$ cat src/rtl/aead_serial_pkg.sv
// Shared state encoding and constants for the bit-serial AEAD host driver.
package aead_serial_pkg;

  localparam int NONCE_W = 128;
  localparam int TAG_W   = 128;

  typedef enum logic [2:0] {
    IDLE,
    LINK_RST,
    SHIFT,
    PAD,
    WAIT_READY,
    COLLECT
  } state_t;

  function automatic int max2(input int a, input int b);
    return (a > b) ? a : b;
  endfunction

endpackage

$ cat src/rtl/aead_piso_bank.sv
// Four parallel-load, MSB-first shift registers feeding registered serial lines.
module aead_piso_bank
  import aead_serial_pkg::*;
#(
  parameter int K = 128,
  parameter int L = 40,
  parameter int Y = 40
) (
  input  logic               clk,
  input  logic               rst,
  input  logic               load,
  input  logic               shift,
  input  logic [K-1:0]       key,
  input  logic [NONCE_W-1:0] nonce,
  input  logic [L-1:0]       ad,
  input  logic [Y-1:0]       ct,
  output logic               key_so,
  output logic               nonce_so,
  output logic               ad_so,
  output logic               ct_so
);

  logic [K-1:0]       key_sr;
  logic [NONCE_W-1:0] nonce_sr;
  logic [L-1:0]       ad_sr;
  logic [Y-1:0]       ct_sr;

  // Zero-fill on shift, so a field shorter than the frame drains to 0 by itself.
  always_ff @(posedge clk) begin
    if (load) begin
      key_sr   <= key;
      nonce_sr <= nonce;
      ad_sr    <= ad;
      ct_sr    <= ct;
    end else if (shift) begin
      key_sr   <= key_sr << 1;
      nonce_sr <= nonce_sr << 1;
      ad_sr    <= ad_sr << 1;
      ct_sr    <= ct_sr << 1;
    end
  end

  always_ff @(posedge clk or negedge rst) begin
    if (!rst) begin
      key_so   <= 1'b0;
      nonce_so <= 1'b0;
      ad_so    <= 1'b0;
      ct_so    <= 1'b0;
    end else begin
      key_so   <= shift & key_sr[K-1];
      nonce_so <= shift & nonce_sr[NONCE_W-1];
      ad_so    <= shift & ad_sr[L-1];
      ct_so    <= shift & ct_sr[Y-1];
    end
  end

endmodule

$ cat src/rtl/aead_serial_host.sv
// Host driver: resets the serial AEAD device, shifts a job out, then gathers plaintext and tag.
module aead_serial_host
  import aead_serial_pkg::*;
#(
  parameter int K       = 128,
  parameter int L       = 40,
  parameter int Y       = 40,
  parameter int TIMEOUT = 1024
) (
  input  logic               clk,
  input  logic               rst,
  input  logic               start_i,
  input  logic [K-1:0]       key_i,
  input  logic [NONCE_W-1:0] nonce_i,
  input  logic [L-1:0]       ad_i,
  input  logic [Y-1:0]       ct_i,
  output logic               busy_o,
  output logic               done_o,
  output logic               timeout_o,
  output logic [Y-1:0]       pt_o,
  output logic [TAG_W-1:0]   tag_o,
  output logic               link_rst_o,
  output logic               key_so,
  output logic               nonce_so,
  output logic               ad_so,
  output logic               ct_so,
  output logic               dec_start_so,
  input  logic               pt_si,
  input  logic               tag_si,
  input  logic               dec_ready_si
);

  localparam int N  = max2(max2(K, NONCE_W), max2(L, Y));
  localparam int M  = max2(Y, TAG_W);
  localparam int CW = $clog2(max2(max2(N + 1, M), TIMEOUT) + 1);

  localparam logic [CW-1:0] CNT_ONE = CW'(1);
  localparam logic [CW-1:0] N_LAST  = CW'(N - 1);
  localparam logic [CW-1:0] M_LAST  = CW'(M - 1);
  localparam logic [CW-1:0] TO_LAST = CW'(TIMEOUT - 1);

  state_t           state_q, state_d;
  logic [CW-1:0]    cnt_q, cnt_d;
  logic             ready_p1;
  logic             link_rst_d, dec_start_d, done_d, timeout_d;
  logic [Y-1:0]     pt_d;
  logic [TAG_W-1:0] tag_d;
  logic             load, shift;

  assign busy_o = (state_q != IDLE);

  aead_piso_bank #(.K(K), .L(L), .Y(Y)) u_piso (
    .clk      (clk),
    .rst      (rst),
    .load     (load),
    .shift    (shift),
    .key      (key_i),
    .nonce    (nonce_i),
    .ad       (ad_i),
    .ct       (ct_i),
    .key_so   (key_so),
    .nonce_so (nonce_so),
    .ad_so    (ad_so),
    .ct_so    (ct_so)
  );

  always_comb begin
    state_d     = state_q;
    cnt_d       = cnt_q;
    link_rst_d  = 1'b1;
    dec_start_d = 1'b0;
    done_d      = 1'b0;
    timeout_d   = 1'b0;
    pt_d        = pt_o;
    tag_d       = tag_o;
    load        = 1'b0;
    shift       = 1'b0;
    case (state_q)
      IDLE: begin
        if (start_i) begin
          load       = 1'b1;
          cnt_d      = '0;
          link_rst_d = 1'b0;
          state_d    = LINK_RST;
        end
      end
      LINK_RST: begin
        link_rst_d = 1'b0;
        cnt_d      = cnt_q + CNT_ONE;
        // Leaving reset: the first frame bit goes out on the same edge link_rst_o rises.
        if (cnt_q == CNT_ONE) begin
          link_rst_d = 1'b1;
          shift      = 1'b1;
          cnt_d      = '0;
          state_d    = SHIFT;
        end
      end
      SHIFT: begin
        cnt_d = cnt_q + CNT_ONE;
        if (cnt_q == N_LAST) begin
          cnt_d   = '0;
          state_d = PAD;
        end else begin
          shift = 1'b1;
        end
      end
      PAD: begin
        dec_start_d = 1'b1;
        cnt_d       = '0;
        state_d     = WAIT_READY;
      end
      WAIT_READY: begin
        dec_start_d = 1'b1;
        cnt_d       = cnt_q + CNT_ONE;
        if (dec_ready_si) begin
          dec_start_d = 1'b0;
          cnt_d       = '0;
          state_d     = COLLECT;
        end else if (cnt_q == TO_LAST) begin
          dec_start_d = 1'b0;
          done_d      = 1'b1;
          timeout_d   = 1'b1;
          link_rst_d  = 1'b0;
          cnt_d       = '0;
          state_d     = IDLE;
        end
      end
      COLLECT: begin
        // Device outputs lag its ready by one edge, so sample on the delayed copy.
        if (ready_p1) begin
          for (int i = 0; i < Y; i++) begin
            if (cnt_q == CW'(i)) pt_d[i] = pt_si;
          end
          for (int i = 0; i < TAG_W; i++) begin
            if (cnt_q == CW'(i)) tag_d[i] = tag_si;
          end
          cnt_d = cnt_q + CNT_ONE;
          if (cnt_q == M_LAST) begin
            done_d  = 1'b1;
            cnt_d   = '0;
            state_d = IDLE;
          end
        end
      end
      default: state_d = IDLE;
    endcase
  end

  always_ff @(posedge clk or negedge rst) begin
    if (!rst) begin
      state_q      <= IDLE;
      cnt_q        <= '0;
      ready_p1     <= 1'b0;
      link_rst_o   <= 1'b0;
      dec_start_so <= 1'b0;
      done_o       <= 1'b0;
      timeout_o    <= 1'b0;
      pt_o         <= '0;
      tag_o        <= '0;
    end else begin
      state_q      <= state_d;
      cnt_q        <= cnt_d;
      ready_p1     <= dec_ready_si;
      link_rst_o   <= link_rst_d;
      dec_start_so <= dec_start_d;
      done_o       <= done_d;
      timeout_o    <= timeout_d;
      pt_o         <= pt_d;
      tag_o        <= tag_d;
    end
  end

endmodule

$ cat config.mk
export PLATFORM = sky130hd
export DESIGN_NAME = aead_serial_host
export DESIGN_NICKNAME = d
export VERILOG_FILES = /design/src/rtl/aead_serial_pkg.sv /design/src/rtl/aead_piso_bank.sv /design/src/rtl/aead_serial_host.sv
export SDC_FILE = /design/constraint.sdc
export NUM_CORES = 1
export LEC_CHECK = 0
export BUFFER_PORTS_ARGS = -buffer_cell sky130_fd_sc_hd__buf_2
export CAP_MARGIN = 20
export CORE_ASPECT_RATIO = 0.7
export CORE_UTILIZATION = 54
export DETAILED_ROUTE_END_ITERATION = 7
export PLACE_DENSITY = 0.8
export SLEW_MARGIN = 5
export SYNTH_ARGS = -nofsm -noshare
export SYNTH_HDL_FRONTEND = slang
export SYNTH_SLANG_ARGS = --single-unit
$ cat constraint.sdc
create_clock -name clk -period 8.92 [get_ports clk]
set_input_delay 1.784 -clock clk [delete_from_list [all_inputs] [get_ports clk]]
set_output_delay 1.784 -clock clk [all_outputs]
set_load 0.02 [all_outputs]
==> key figures <==
Worst setup path
  • Worst path bufs/invs: 2
  • CP max stage delay: 0.67 ns
  • Critical path cell sequence: inv_1 -> ha_1 -> or4b_4 -> nor4_4 -> nand2_1 -> a21oi_1 -> or2_4 -> buf_12
  • Cell family with most CP delay: simple AND/OR/NAND/NOR gates
  • CP endpoint kind: flip-flop
  • Critical Path AT: 4.52 ns
  • WS Path Type: reg -> reg
  • CP required: 9.08 ns
  • Slowest stage cell, crit path: buf_12
  • CP Max Fanout: 194
  • Startpoint Class: flip-flop

Clock network
  • H-tree Lvls: 2
  • CTS root buf: clkbuf_16
  • Postcts setup bufs: 0
  • Clock Latency Late Sink: 0.57 ns
  • CTS buffer count: 49
  • PostCTS Resize Cnt: 0
  • CTS tree: yes
  • TritonCTS Sinks: 527
  • Clock tree buffer depth: 3
  • Hold-fix buffers, CTS: 0
  • Clk pin slew, worst setup/hold paths: 0.06 ns

Timing
  • Final Hold Fails: 0
  • Final setup viols: 0
  • Tcrit/Tclk final: 48.8%
  • Total negative slack: 0 ns
  • Final WS setup: 4.57 ns
  • Fin. max-slew vios: 0
  • Max Fclk: 0.230 GHz
  • Layout Skew: 0.0260 ns
  • Crit path time final: 4.35 ns
  • Slew @ Worst Pin: 1.15 ns
  • RSZ-0062 raised after global routing: no
  • Slew headroom: 22.9%

Routing
  • DR WL met2: 26700 um
  • 1st-pass router iterations: 5
  • Drc violations: 0
  • Post-Route WL: 55000 um
  • Remaining antenna violation count after routing: 0
  • Met3 WL: 3960 um
  • Met1 WL: 22700 um
  • Iter 0 DRT Violations: 1165
  • DR vias/cell: 5.56
  • Mean routed wirelength per cell: 21.9 um
  • Uppermost layer routed: met5
  • Via count: 14000

Logic synthesis
  • Mapped Cells: 1400
  • Number of synthesized flops with an enable pin: 336
  • Syn Area/Cell: 16.0 um2
  • Async set-reset flop share out of synthesis: 36.2%
  • Largest area contributor in the netlist: edfxtp_1
  • Synth area leaders: edfxtp_1, mux2_2, dfrtp_1
  • Warnings from Yosys: 0
  • Top cells by count, synth: mux2_2, edfxtp_1, dfrtp_1
  • Distinct cells, synth: 47
  • Net Count, Synth: 1746
  • Cell Area, Synth: 22300 um2
  • Post-synth top area share: 45.2%
  • Seq/Total Area, Yosys: 66.6%
  • Flops & latches, synth: 527
  • Ys flop type: edfxtp_1
  • Count leader, synth: mux2_2

Cells and area
  • Seq. cell area: 14900 um2
  • Fraction of layout cells with a size suffix above 1: 57.5%
  • Final Non-Filler Cells: 2511
  • Fin nets: 2257
  • Fillers: 2866
  • Area of the multi-input gates: 7120 um2
  • Synthesis-to-layout area growth: 21.1%
  • Finished Cell Area: 27100 um2

Floorplan
  • Initial core utilization: 55.5%
  • Row cnt: 61
  • Die Y: 172 um
  • Die width: 245 um
  • Die Area: 42200 um2
  • I/O Pins: 519
  • Core area: 40200 um2

Global route
  • First-pass GRT wire length: 80000 um
  • GR Overflow Total: 0
  • Initial antenna violation count: 30
  • Largest net degree at the start of global routing: 198
  • Vias in the first global route: 13600
  • GRT Overall Usage: 25.2%

Status
  • Status: finished clean

Flow run
  • Max-cap viol count: 0

Pwr
  • Max VDD drop: 0.393 mV
  • P per Cell Area: 324 nW/um2
  • Leakage Power: 10.8 nW

Placed design
  • Gpl congestion: 0.880
  • Placed Cells: 2392
  • Placed wire-length estimate: 39000 um
  • Setup WS pre-CTS: 4.09 ns
  • Placed cell area: 25400 um2
  • IO Port Bufs: 518

Worst hold path
  • HP Class: reg -> reg
-- sequential cells by signal, indices dropped and copies added (netlist names) --
name and count:
u_piso.key_so 1, done_o 1, state_q 3, u_piso.ct_sr 40
pt_o 40, tag_o 128, dec_start_so 1, u_piso.nonce_sr 128
u_piso.ad_so 1, link_rst_o 1, ready_p1 1, cnt_q 11
u_piso.nonce_so 1, u_piso.key_sr 128, u_piso.ad_sr 40, u_piso.ct_so 1
timeout_o 1
-- through the flow --
stage	hold WS (ns)	total power, mW	utilization, %
2_1_floorplan	0.427	6.24	-
5_1_grt	0.489	9.17	67.3
6_report	0.457	8.77	67.3
3_5_place_dp	0.448	6.75	63.1
4_1_cts	0.465	8.83	67.0
3_3_place_gp	0.436	6.63	63.1
-- path summary, 6_finish.rpt --
path	depth (start not counted)	slack (ns)	endpoint	start
worst max-delay path	8	4.57	u_piso.nonce_sr[20]	cnt_q[1]
max in group asynchronous	2	6.42	pt_o[39]	rst
worst min register to register	1	0.46	u_piso.ad_so	u_piso.ad_sr[39]
min in group asynchronous	1	1.22	pt_o[20]	rst
worst min-delay path	1	0.46	u_piso.ad_so	u_piso.ad_sr[39]
worst max register to register	8	4.57	u_piso.nonce_sr[20]	cnt_q[1]
-- power breakdown --
group	leakage [nW]	switching, mW	total, mW	internal, mW
sequential	5.51	0.315	4.41	4.10
combinational	4.48	1.22	2.30	1.08
clock	0.767	0.923	2.06	1.14
-- logic make-up after synthesis --
| group | after synthesis | share of synthesized area (%) |
|---|---|---|
| DFF | 527 | 66.6 |
| muxes | 501 | 25.2 |
| adders and majority gates | 4 | 0.224 |
| and+or+nand+nor | 252 | 5.21 |
| buffers and inverters | 79 | 1.60 |
| AOI/OAI and AO/OA | 37 | 1.18 |
-- layout by cell type (no fill, tap or decap), types with 2 or more instances in the layout --
master / count
buf_2: 518
mux2_2: 500
edfxtp_1: 336
dfrtp_1: 191
nand2_1: 134
nor2_1: 51
clkbuf_16: 49
diode_2: 24
clkbuf_1: 12
nor3_1: 11
o211ai_1: 11
and2_1: 10
clkinv_2: 9
buf_4: 9
inv_1: 7
clkbuf_8: 7
or3_1: 6
nand2b_1: 6
a21oi_1: 6
o21ai_0: 6
nand4_1: 5
clkinv_1: 5
nor4_2: 4
ha_1: 4
nand3_1: 3
nor4_1: 3
or2_2: 3
nor2b_1: 3
o311ai_0: 3
clkinvlp_4: 3
nand4b_1: 2
o221ai_1: 2
clkinv_8: 2
clkbuf_4: 2
bufinv_16: 2
buf_12: 2
-- final cells by class --
cell class | count | share of cell area [%]
Timing Repair Buffer | 532 | 10.1
Multi-Input combinational cell | 794 | 26.3
Tap cell | 535 | 2.47
Sequential cell | 527 | 54.9
Inverter | 7 | 0.0971
Clock buffer | 69 | 5.08
Clock inverter | 23 | 0.726
Antenna cell | 24 | 0.222
-- metal layers --
metal	GRT usage [%]	up-vias
li1	-	6272
met1	34.2	7062
met2	39.3	508
met3	5.94	109
met4	9.89	10
met5	0	-
-- worst reg2reg max path: stages, from the launching register on --
cell and delay, ns:
dfrtp_1 0.42, inv_1 0.12, ha_1 0.19, or4b_4 0.52, nor4_4 0.46, nand2_1 0.15, a21oi_1 0.47, or2_4 0.66
buf_12 0.67
No activity file was read; power rests on OpenSTA's default activity.
